### config.mk
export PLATFORM = sky130hd
export DESIGN_NAME = path_writeback
export DESIGN_NICKNAME = d
export VERILOG_FILES = /design/src/rtl/path_writeback.sv
export SDC_FILE = /design/constraint.sdc
export NUM_CORES = 1
export LEC_CHECK = 0
export CAP_MARGIN = 20
export CORE_UTILIZATION = 25
export CTS_BUF_LIST = sky130_fd_sc_hd__clkbuf_16
export CTS_CLUSTER_DIAMETER = 60
export DETAILED_ROUTE_END_ITERATION = 10
export MAX_ROUTING_LAYER = met4
export PLACE_DENSITY = 0.63
export SYNTH_ARGS = -nofsm -noshare
export SYNTH_HDL_FRONTEND = slang
export SYNTH_SLANG_ARGS = --single-unit
### constraint.sdc
create_clock -name clock -period 7.69 [get_ports clock]
set_input_delay 1.538 -clock clock [delete_from_list [all_inputs] [get_ports clock]]
set_output_delay 1.538 -clock clock [all_outputs]
set_load 0.05 [all_outputs]
### src/rtl/path_writeback.sv
// path_writeback: after the solver finishes, streams each node's (prev, distance)
// pair out to memory as two consecutive word writes from a latched base address.
`ifndef DEFAULT_MAX_NODES
`define DEFAULT_MAX_NODES 8
`endif
`ifndef DEFAULT_INDEX_WIDTH
`define DEFAULT_INDEX_WIDTH 4
`endif
`ifndef DEFAULT_VALUE_WIDTH
`define DEFAULT_VALUE_WIDTH 16
`endif
`ifndef DEFAULT_MADDR_WIDTH
`define DEFAULT_MADDR_WIDTH 16
`endif
`ifndef DEFAULT_MDATA_WIDTH
`define DEFAULT_MDATA_WIDTH 32
`endif

module path_writeback #(
   parameter int MAX_NODES   = `DEFAULT_MAX_NODES,
   parameter int INDEX_WIDTH = `DEFAULT_INDEX_WIDTH,
   parameter int VALUE_WIDTH = `DEFAULT_VALUE_WIDTH,
   parameter int MADDR_WIDTH = `DEFAULT_MADDR_WIDTH,
   parameter int MDATA_WIDTH = `DEFAULT_MDATA_WIDTH
) (
   input  logic                           clock,
   input  logic                           reset,
   input  logic                           start,
   input  logic [INDEX_WIDTH-1:0]         number_of_nodes,
   input  logic [MADDR_WIDTH-1:0]         base_address,
   input  logic [INDEX_WIDTH*MAX_NODES-1:0] prev_vector_flattened,
   input  logic [VALUE_WIDTH*MAX_NODES-1:0] distance_vector_flattened,
   output logic                           mem_write_enable,
   input  logic                           mem_write_ready,
   output logic [MADDR_WIDTH-1:0]         mem_addr,
   output logic [MDATA_WIDTH-1:0]         mem_write_data,
   output logic                           busy,
   output logic                           done
);

   typedef enum logic [1:0] {
      IDLE,
      WRITE_PREV,
      WRITE_DIST,
      DONE
   } state_t;

   state_t                 state;
   state_t                 next_state;
   logic [INDEX_WIDTH-1:0] node_index;
   logic [INDEX_WIDTH-1:0] node_count;
   logic [INDEX_WIDTH-1:0] effective_count;
   logic [MADDR_WIDTH-1:0] base_reg;
   logic [MADDR_WIDTH:0]   double_index;
   logic [MADDR_WIDTH-1:0] prev_addr;
   logic [INDEX_WIDTH-1:0] prev_sel;
   logic [VALUE_WIDTH-1:0] dist_sel;
   logic                   last_node;

   // Requests beyond the vector capacity are clamped to MAX_NODES.
   always_comb begin
      effective_count = number_of_nodes;
      if (32'(number_of_nodes) > MAX_NODES) begin
         effective_count = INDEX_WIDTH'(MAX_NODES);
      end
   end

   assign double_index = (MADDR_WIDTH+1)'(node_index) << 1;
   assign prev_addr    = base_reg + double_index[MADDR_WIDTH-1:0];
   assign last_node    = (node_index == node_count - 1'b1);

   // Vectors are read live; the producer holds them stable while busy.
   always_comb begin
      prev_sel = '0;
      dist_sel = '0;
      for (int j = 0; j < MAX_NODES; j++) begin
         if (32'(node_index) == j) begin
            prev_sel = prev_vector_flattened[INDEX_WIDTH*j +: INDEX_WIDTH];
            dist_sel = distance_vector_flattened[VALUE_WIDTH*j +: VALUE_WIDTH];
         end
      end
   end

   always_ff @(posedge clock) begin
      if (reset) begin
         state      <= IDLE;
         node_index <= '0;
         node_count <= '0;
         base_reg   <= '0;
      end else begin
         state <= next_state;
         if (state == IDLE && start) begin
            node_count <= effective_count;
            base_reg   <= base_address;
            node_index <= '0;
         end else if (state == WRITE_DIST && mem_write_ready && !last_node) begin
            node_index <= node_index + 1'b1;
         end
      end
   end

   // Outputs are decoded from state, so enable and address/data hold until accepted.
   always_comb begin
      next_state       = state;
      mem_write_enable = 1'b0;
      mem_addr         = '0;
      mem_write_data   = '0;
      busy             = 1'b0;
      done             = 1'b0;
      case (state)
         IDLE: begin
            if (start) begin
               next_state = (effective_count != '0) ? WRITE_PREV : DONE;
            end
         end
         WRITE_PREV: begin
            mem_write_enable = 1'b1;
            busy             = 1'b1;
            mem_addr         = prev_addr;
            mem_write_data   = MDATA_WIDTH'(prev_sel);
            if (mem_write_ready) begin
               next_state = WRITE_DIST;
            end
         end
         WRITE_DIST: begin
            mem_write_enable = 1'b1;
            busy             = 1'b1;
            mem_addr         = prev_addr + MADDR_WIDTH'(1);
            mem_write_data   = MDATA_WIDTH'(dist_sel);
            if (mem_write_ready) begin
               next_state = last_node ? DONE : WRITE_PREV;
            end
         end
         DONE: begin
            done       = 1'b1;
            next_state = IDLE;
         end
         default: next_state = IDLE;
      endcase
   end

endmodule

After elaboration in Yosys (flattened, before gate mapping)
Index checks and enable logic that the tools add are counted.
- mux-type cells: 27
- $lt $le $gt $ge: 1
- eq/ne operators: 14
- shift-type cells: 0
- multipliers: 0
- reductions and logical operators: 10
- div/mod/pow operators: 0
- bitwise gates (word level): 0
- add/sub/neg operators: 4
- operators with widths (kind ; number):
    16-bit 2-to-1 mux ; 8
    16-bit case mux with 2 select lines ; 2
    4-bit 2-to-1 mux ; 9
    16-bit by 1-bit adder with 16-bit output, second input constant ; 1
    16-bit by 5-bit adder with 16-bit output ; 1
    4-bit by 3-bit equality test with 1-bit output, second input constant ; 4
    2-bit 2-to-1 mux ; 5
    4-bit by 2-bit equality test with 1-bit output, second input constant ; 2
    2-bit case mux with 4 select lines ; 1
    2-bit inequality test, second input constant ; 3
    4-bit by 1-bit adder with 4-bit output, second input constant ; 1
    2-bit equality test, second input constant ; 2
    4-bit by 1-bit equality test with 1-bit output, second input constant ; 1
    4-bit equality test ; 1
    4-bit greater-than comparator, second input constant ; 1
    4-bit logical NOT ; 1
    4-bit nonzero test ; 1
    2-bit OR reduction ; 2
    4-bit by 1-bit subtractor with 4-bit output, second input constant ; 1
    1-bit logical AND ; 3
    3-bit AND reduction ; 1
    2-bit by 1-bit equality test with 1-bit output, second input constant ; 1
    2-bit logical NOT ; 1
    1-bit 2-to-1 mux ; 2
    1-bit logical NOT ; 1
- ROM bits: 0
- input port bits: 184
- word-level logic and storage cells: 60
- RAM bits: 0
- bits in latches: 0
- register bits after elaboration: 26
- output and inout bits: 51
- memories kept: 0

Depth between registers and ports, before layout
- depth in word-level cells: 10
- depth in mapped cells: 11
- mapped depth without buffers: 10

Worst setup path before layout
Ideal clock, no wire load.
- path type: flip-flop to output port
- start point: register node_index[0]
- end point: output port mem_addr[14]
- data arrival time: 3.929 ns
- cell stages (with the launch flop): 12
- data required time: 6.152 ns
- setup slack: 2.223 ns
- path buffers: 1
- cells stage by stage: dfxtp_1 > ha_1 > inv_1 > fa_1 > nand2b_2 > o2bb2ai_2 > and4bb_1 > xnor2_1 > or4_1 > buf_2 > o31a_1 > o32ai_1
- longest elaborated chain between the ends: 3
- ends and longest elaborated chain (element ; line ; RTL):
    from (decl) ; 50 ; logic [INDEX_WIDTH-1:0] node_index;
    from (signal assigned) ; 97 ; node_index <= node_index + 1'b1;
    16-bit by 5-bit adder with 16-bit output (*) ; 69 ; assign prev_addr = base_reg + double_index[MADDR_WIDTH-1:0];
    16-bit by 1-bit adder with 16-bit output ; 128 ; mem_addr = prev_addr + MADDR_WIDTH'(1);
    16-bit case mux with 2 select lines (*) ; 110 ; case (state)
    to (decl) ; 35 ; output logic [MADDR_WIDTH-1:0] mem_addr,
Mark *: on every way between the ends. The rest lies on a longest branch, timed or not.

Worst setup path after layout
- start point: register node_index[0]
- end point: output port mem_addr[13]
Same word-level chain as after synthesis.

==> qor.yml <==
status: "finished, final reports clean"
std_cell_rows: 42
drv_slew: 0
post_cts_buffers: 0
clock_latency_ns: 0.26
synth-seq-cells: 26
fin_crit_sh_pct: 75.78
rsz0062_at_grt: "false"
async_flop_share_pct: 0
fp.dieW_um: 118.2
setup_violations: 0
cts.sink_count: 26
cp.buffers_inverters: 2
final_area_sq_um: 5645
hold_violations: 0
timing.hold.ws_ns: 0.4646
drive_above_1_share_pct: 1.486
tns_ns: 0
numCtsBuffers: 3
grt_usage_pct: 20.93
finalClockSkew_ns: 0.003098
dr.pass1.iters: 5
placedInstanceArea_sq_um: 5564
vias: 4414
dr_wl_met2_um: 7430
max-cap-violations: 0
start_util_pct: 25.60
drt_iter0_markers: 307
syn_area_per_cell_sq_um: 6.878
slew_headroom_pct: 28.48
cts_resized: 0
gr-total-overflow: 0
cts-htree-levels: 1
worst_pin_slew_ns: 1.073
p_per_area_nw_per_um2: 165.5
post-route-util_pct: 42.80
dp_cells: 845
setup.worst_path.end_class: "output pin"
yosysWarningCount: 0
grt_pass1_wl_um: 22730
grt_max_degree: 33
wl_met1_um: 5926
crit_slowest_cell: "clkdlybuf4s50_1"
cp_cell_sequence: "ha_1, inv_1, fa_1, nand2b_2, o2bb2ai_2, and4bb_1, xnor2_1, or4_1, or4b_1, o211ai_1, clkdlybuf4s50_1"
syn_area_sq_um: 3377
core_sq_um: 13190
hold_buffers: 0
fin_cells: 850
met3RoutedLength_um: 1048
wl_um: 14770
syn_inst: 491
crit_required_ns: 6.15
num_io_pins: 235
synth.yosys.seq_area_share_pct: 15.41
path_max_fanout: 7
start_kind: "flop"
p_total_uw: 934.2
area.growth.synth_to_final_pct: 67.17
synth_edf_count: 0
path_delay_family: "simple AND/OR/NAND/NOR gates"
largest_reg_flops: 16
routed_via_density: 5.193
worstSetupPathType: "flop to output pin"
ir_drop_mv: 0.1300
place_ws_ns: 2.176
cts_root_buf: "clkbuf_16"
nFillCells: 1343
io_buffer_count: 218
clk_pin_slew_ns: 0.06
dp_hpwl_um: 12030
grt_pass1_vias: 4294
netlist-cell-type-count: 53
layout_min_cycle_time_ns: 5.827
cts_tree: "built"
critPathArrivalTime_ns: 4.29
total_leakage_power_nw: 1.937
top_layer: "met4"
place_congestion: 0.9032
cpPeakStageDelay_ns: 0.83
antenna_left: 0
drc: 0
clock_path_buffers: 2
holdCritPathClass: "flop to flop"
antenna_found_initial: 1
wire_per_inst_um: 17.38
max_freq_ghz: 0.1716
layout_setup_ws_ns: 1.863
ys.flop_type: "dfxtp_1"
final_nets: 874
dieArea_sq_um: 13980
die_h_um: 118.2
## cell usage after synthesis (4+ instances only)
| library cell | count | share of area (%) |
|---|---|---|
| a21o_1 | 5 | 1.1 |
| o21ai_0 | 29 | 4.3 |
| o211ai_1 | 20 | 4.4 |
| nand4_1 | 4 | 0.74 |
| nor3_1 | 13 | 1.9 |
| o221ai_1 | 16 | 4.1 |
| nand3_1 | 17 | 2.5 |
| clkbuf_1 | 36 | 4.0 |
| xor2_1 | 14 | 3.6 |
| a221oi_1 | 4 | 1.0 |
| o21ai_1 | 4 | 0.59 |
| xnor2_1 | 13 | 3.4 |
| o22a_1 | 4 | 1.0 |
| nand3b_1 | 5 | 1.1 |
| and2_1 | 6 | 1.1 |
| a22oi_1 | 18 | 4.0 |
| nand2_1 | 71 | 7.9 |
| ha_1 | 15 | 5.6 |
| a211oi_1 | 4 | 0.89 |
| a21oi_1 | 39 | 5.8 |
| a221o_1 | 12 | 3.6 |
| o22ai_1 | 14 | 2.6 |
| dfxtp_1 | 26 | 15 |
| nor2_1 | 26 | 2.9 |
| inv_1 | 15 | 1.7 |
| nor2b_1 | 7 | 1.3 |
| buf_4 | 18 | 4.0 |
## tightest hold or removal path, cell delays in order (launching register included)
cell	delay (ns)
dfxtp_1	0.31
nand2_1	0.05
a21oi_1	0.05
## cell type report
| cell class | count | area (sq um) | area share (%) |
|---|---|---|---|
| flip-flops and latches | 26 | 520.5 | 9.220 |
| repair buffers | 218 | 2182 | 38.65 |
| inverters | 15 | 56.30 | 0.9973 |
| well taps | 176 | 220.2 | 3.901 |
| clock buffers | 3 | 75.07 | 1.330 |
| clock inverters | 1 | 3.754 | 0.06649 |
| diodes | 1 | 2.502 | 0.04433 |
| multi-input cells | 410 | 2585 | 45.79 |
## placed cells by master (no fill, tap or decap), types with 3 or more instances in the layout
master,synthesis,routed
a22oi_1,18,18
nor3_1,13,13
nand4_1,4,4
a221o_1,12,12
a211oi_1,4,4
nand3b_1,5,5
nor2_1,26,26
clkbuf_16,0,3
o21ai_0,29,28
dfxtp_1,26,26
nor2b_1,7,7
xnor2_1,13,13
xor2_1,14,14
a21oi_1,39,39
conb_1,1,16
o21ai_1,4,4
o22ai_1,14,14
and2_1,6,6
nand3_1,17,17
o211ai_1,20,20
a221oi_1,4,4
a21o_1,5,5
clkdlybuf4s50_1,0,218
o221ai_1,16,16
nand2_1,71,71
ha_1,15,15
inv_1,15,15
o22a_1,4,4
## cells by family (layout without fill, tap and decap cells)
kind of cell,Yosys count,after routing,synth area share (%)
adder cells (fa/ha/maj),16,16,6.150
XOR/XNOR,27,27,7.003
multiplexers,1,1,0.2964
AND/OR/NAND/NOR,166,166,23.42
AO/OA/AOI/OAI,184,184,37.79
flip-flops,26,26,15.41
buffers and inverters,70,237,9.818
other,1,17,0.1110
## final timing paths
check | to | start | slack [ns] | depth (start not counted)
setup / recovery | mem_addr[13] | node_index[0] | 1.86 | 11
hold / removal | base_reg[1] | base_reg[1] | 0.46 | 2
setup reg to reg | node_index[3] | node_count[0] | 5.85 | 9
hold reg to reg | base_reg[1] | base_reg[1] | 0.46 | 2
## power by group
group / internal (mW) / total [mW] / leakage [nW] / switching, mW
clock network: 0.0695 / 0.114 / 0.0385 / 0.0446
logic: 0.257 / 0.635 / 1.69 / 0.378
registers: 0.158 / 0.185 / 0.213 / 0.0267
## routing by layer
| layer | global-route usage (%) | up-vias |
|---|---|---|
| li1 | - | 2171 |
| met1 | 23.94 | 2039 |
| met2 | 37.87 | 183 |
| met3 | 2.510 | 21 |
| met4 | 6.410 | 0 |
| met5 | - | - |
Note: power is estimated with default switching activity, not from simulation.
==> edit (same flow settings) <==
Encoding of `state_t`: now one-hot (4 bits for 4 states).
--- a/src/rtl/path_writeback.sv
+++ b/src/rtl/path_writeback.sv
@@ -38,11 +38,11 @@
    output logic                           done
 );
 
-   typedef enum logic [1:0] {
-      IDLE,
-      WRITE_PREV,
-      WRITE_DIST,
-      DONE
+   typedef enum logic [3:0] {
+      IDLE       = 4'b0001,
+      WRITE_PREV = 4'b0010,
+      WRITE_DIST = 4'b0100,
+      DONE       = 4'b1000
    } state_t;
 
    state_t                 state;
Function: no difference found for any inputs over 4 cycles, from zero or initial values and one cycle with reset high; so few cycles prove little.
==> edit against the unedited design <==
- wire length up 6.2%
- count of clock-buffer cells in the layout unchanged
- synthesized cell count up 4.3%
- final area up 2.7%
- hold slack better by 0.0056 ns
- setup slack better by 0.10 ns
- via count up 3.5%
- sequential cell count up 2
- sequential share of layout area up 0.45 points
- synthesized area up 4.2%
- global-route usage up 0.42 points
Power is not compared: it rests on default switching activity, and its combinational part moved more than twofold at a synthesized area within 25%.
==> edit: results (changes against the unedited design) <==
status:
  status: "finished, final reports clean"
cells_and_area:
  nonClockBufferCount: 223  # +2.3%
  n_antenna_cell: 0  # -1
  drive_gt1_frac: 0.0430  # +0.0281
  fill_cells: 1372  # +2.2%
  multi_input_cells: 436  # +6.3%
  multi_input_area_sq_um: 2690  # +4.1%
  seq_share: 0.0967  # +0.00450
  final-clk-cell-share: 0.0136  # -0.000365
  largest_reg_flops: 16  # unchanged
  nets: 894  # +2.3%
  n_all_inverters: 7  # -8
  buf_share: 0.383  # -0.00362
route:
  final_antenna_net_count: 0  # unchanged
  vias: 4570  # +3.5%
  drt_iter0_drc: 251  # -18%
  routed_wl_mm: 15.7  # +6.2%
  drc_errors: 0  # unchanged
  viasPerCell: 5.23  # +0.69%
clocking:
  cts-resized-gates: 0  # unchanged
  clockBufferDepth: 2  # unchanged
  cts_root_buffer: "clkbuf_16"
  cts_setup_buffers: 0  # unchanged
  clkTransAtPathRegs_ns: 0.07
  clock_sinks: 28  # +7.7%
  clkLatencyLatePin_ns: 0.26  # about the same
  h-tree-depth: 1  # unchanged
  cts_made_buffers: 3  # unchanged
  cts_tree: "yes"
setup_path:
  critical-path-max-stage-delay_ns: 0.92  # +0.09 ns
  path_delay_family: "buffers and inverters"
  slowest_stage: "clkdlybuf4s50_1"
  crit_fanout: 1  # -6
  arrival_ns: 4.19  # -0.10 ns
synth:
  synth_cell_types: 61  # +15%
  synth_commonest_cells: "72 x nand2_1, 50 x a21oi_1, 50 x o21ai_0"
  syn-instance-count: 512  # +4.3%
  async_flop_share: 0  # unchanged
  ys_seq_area_frac: 0.159  # +0.00513
  synth_area_leaders: "dfxtp_1 16%, nand2_1 7.7%, a22oi_1 7.3%"
global_routing:
  grt_pass1_vias: 4338  # +1.0%
  antenna_found_initial: 0  # -1
  grt_max_degree: 46  # +39%
  track_usage: 0.214  # +0.00422
  grt_pass1_wl_mm: 23.6  # +3.8%
sta:
  worst_slew_pin_slew_ns: 0.989  # -0.0842 ns
  setup_viol: 0  # unchanged
  setup_tns_ns: 0  # unchanged
  clock_skew_ns: 0.00543  # +0.00233 ns
placed_design:
  hpwl_mm: 12.7  # +6.0%
  port_buffers: 218  # unchanged
  dp_cells: 870  # +3.0%
  gp_congestion: 0.947  # +4.8%
power:
  power.switching_mw: 0.184
  ir_drop_v: 0.0000957
  p_comb_frac: 0.454
  leakagePower_nw: 1.95
  seq-power_mw: 0.178
hold_path:
  hold_path_class: "flop to flop"
-- edit: per-stage QoR --
stage          power, mW  setup WS, ns  area [sq um]
2_1_floorplan      0.309          2.32          3580
3_3_place_gp       0.420          2.04          5720
3_5_place_dp       0.425          2.02          5720
4_1_cts            0.544          2.02          5800
5_1_grt            0.570          1.80          5800
6_report           0.542          1.96          5800
-- edit: metal layers --
| layer | vias to the layer above | part of all wire | wire, microns | global-route usage |
|---|---|---|---|---|
| li1 | 2230 | - | - | - |
| met1 | 2120 | 0.39 | 6180 | 0.235 |
| met2 | 204 | 0.51 | 8010 | 0.396 |
| met3 | 16 | 0.072 | 1130 | 0.0311 |
| met4 | 0 | 0.023 | 368 | 0.0610 |
| met5 | - | 0 | 0 | - |
-- edit: cells by family (layout without fill, tap and decap cells) --
kind of cell / after synthesis / after routing / share of synthesized area
AOI/OAI and AO/OA: 193 / 193 / 0.360
and+or+nand+nor: 184 / 184 / 0.264
buffers and inverters: 63 / 234 / 0.0938
xor gates and xnor gates: 31 / 31 / 0.0771
DFF: 28 / 28 / 0.159
adders and majority gates: 11 / 11 / 0.0412
other: 1 / 16 / 0.00107
muxes: 1 / 1 / 0.00284
-- edit: final timing paths --
path / from / cells past startpoint / end / slack [ns]
hold reg to reg: base_reg[1]$_SDFFE_PP0P_ / 2 / base_reg[1]$_SDFFE_PP0P_ / 0.47
hold / removal: base_reg[1]$_SDFFE_PP0P_ / 2 / base_reg[1]$_SDFFE_PP0P_ / 0.47
setup / recovery: distance_vector_flattened[24] / 8 / mem_write_data[8] / 1.96
setup reg to reg: state[3]$_SDFFE_PP0P_ / 6 / node_index[3]$_SDFFE_PP0P_ / 5.15
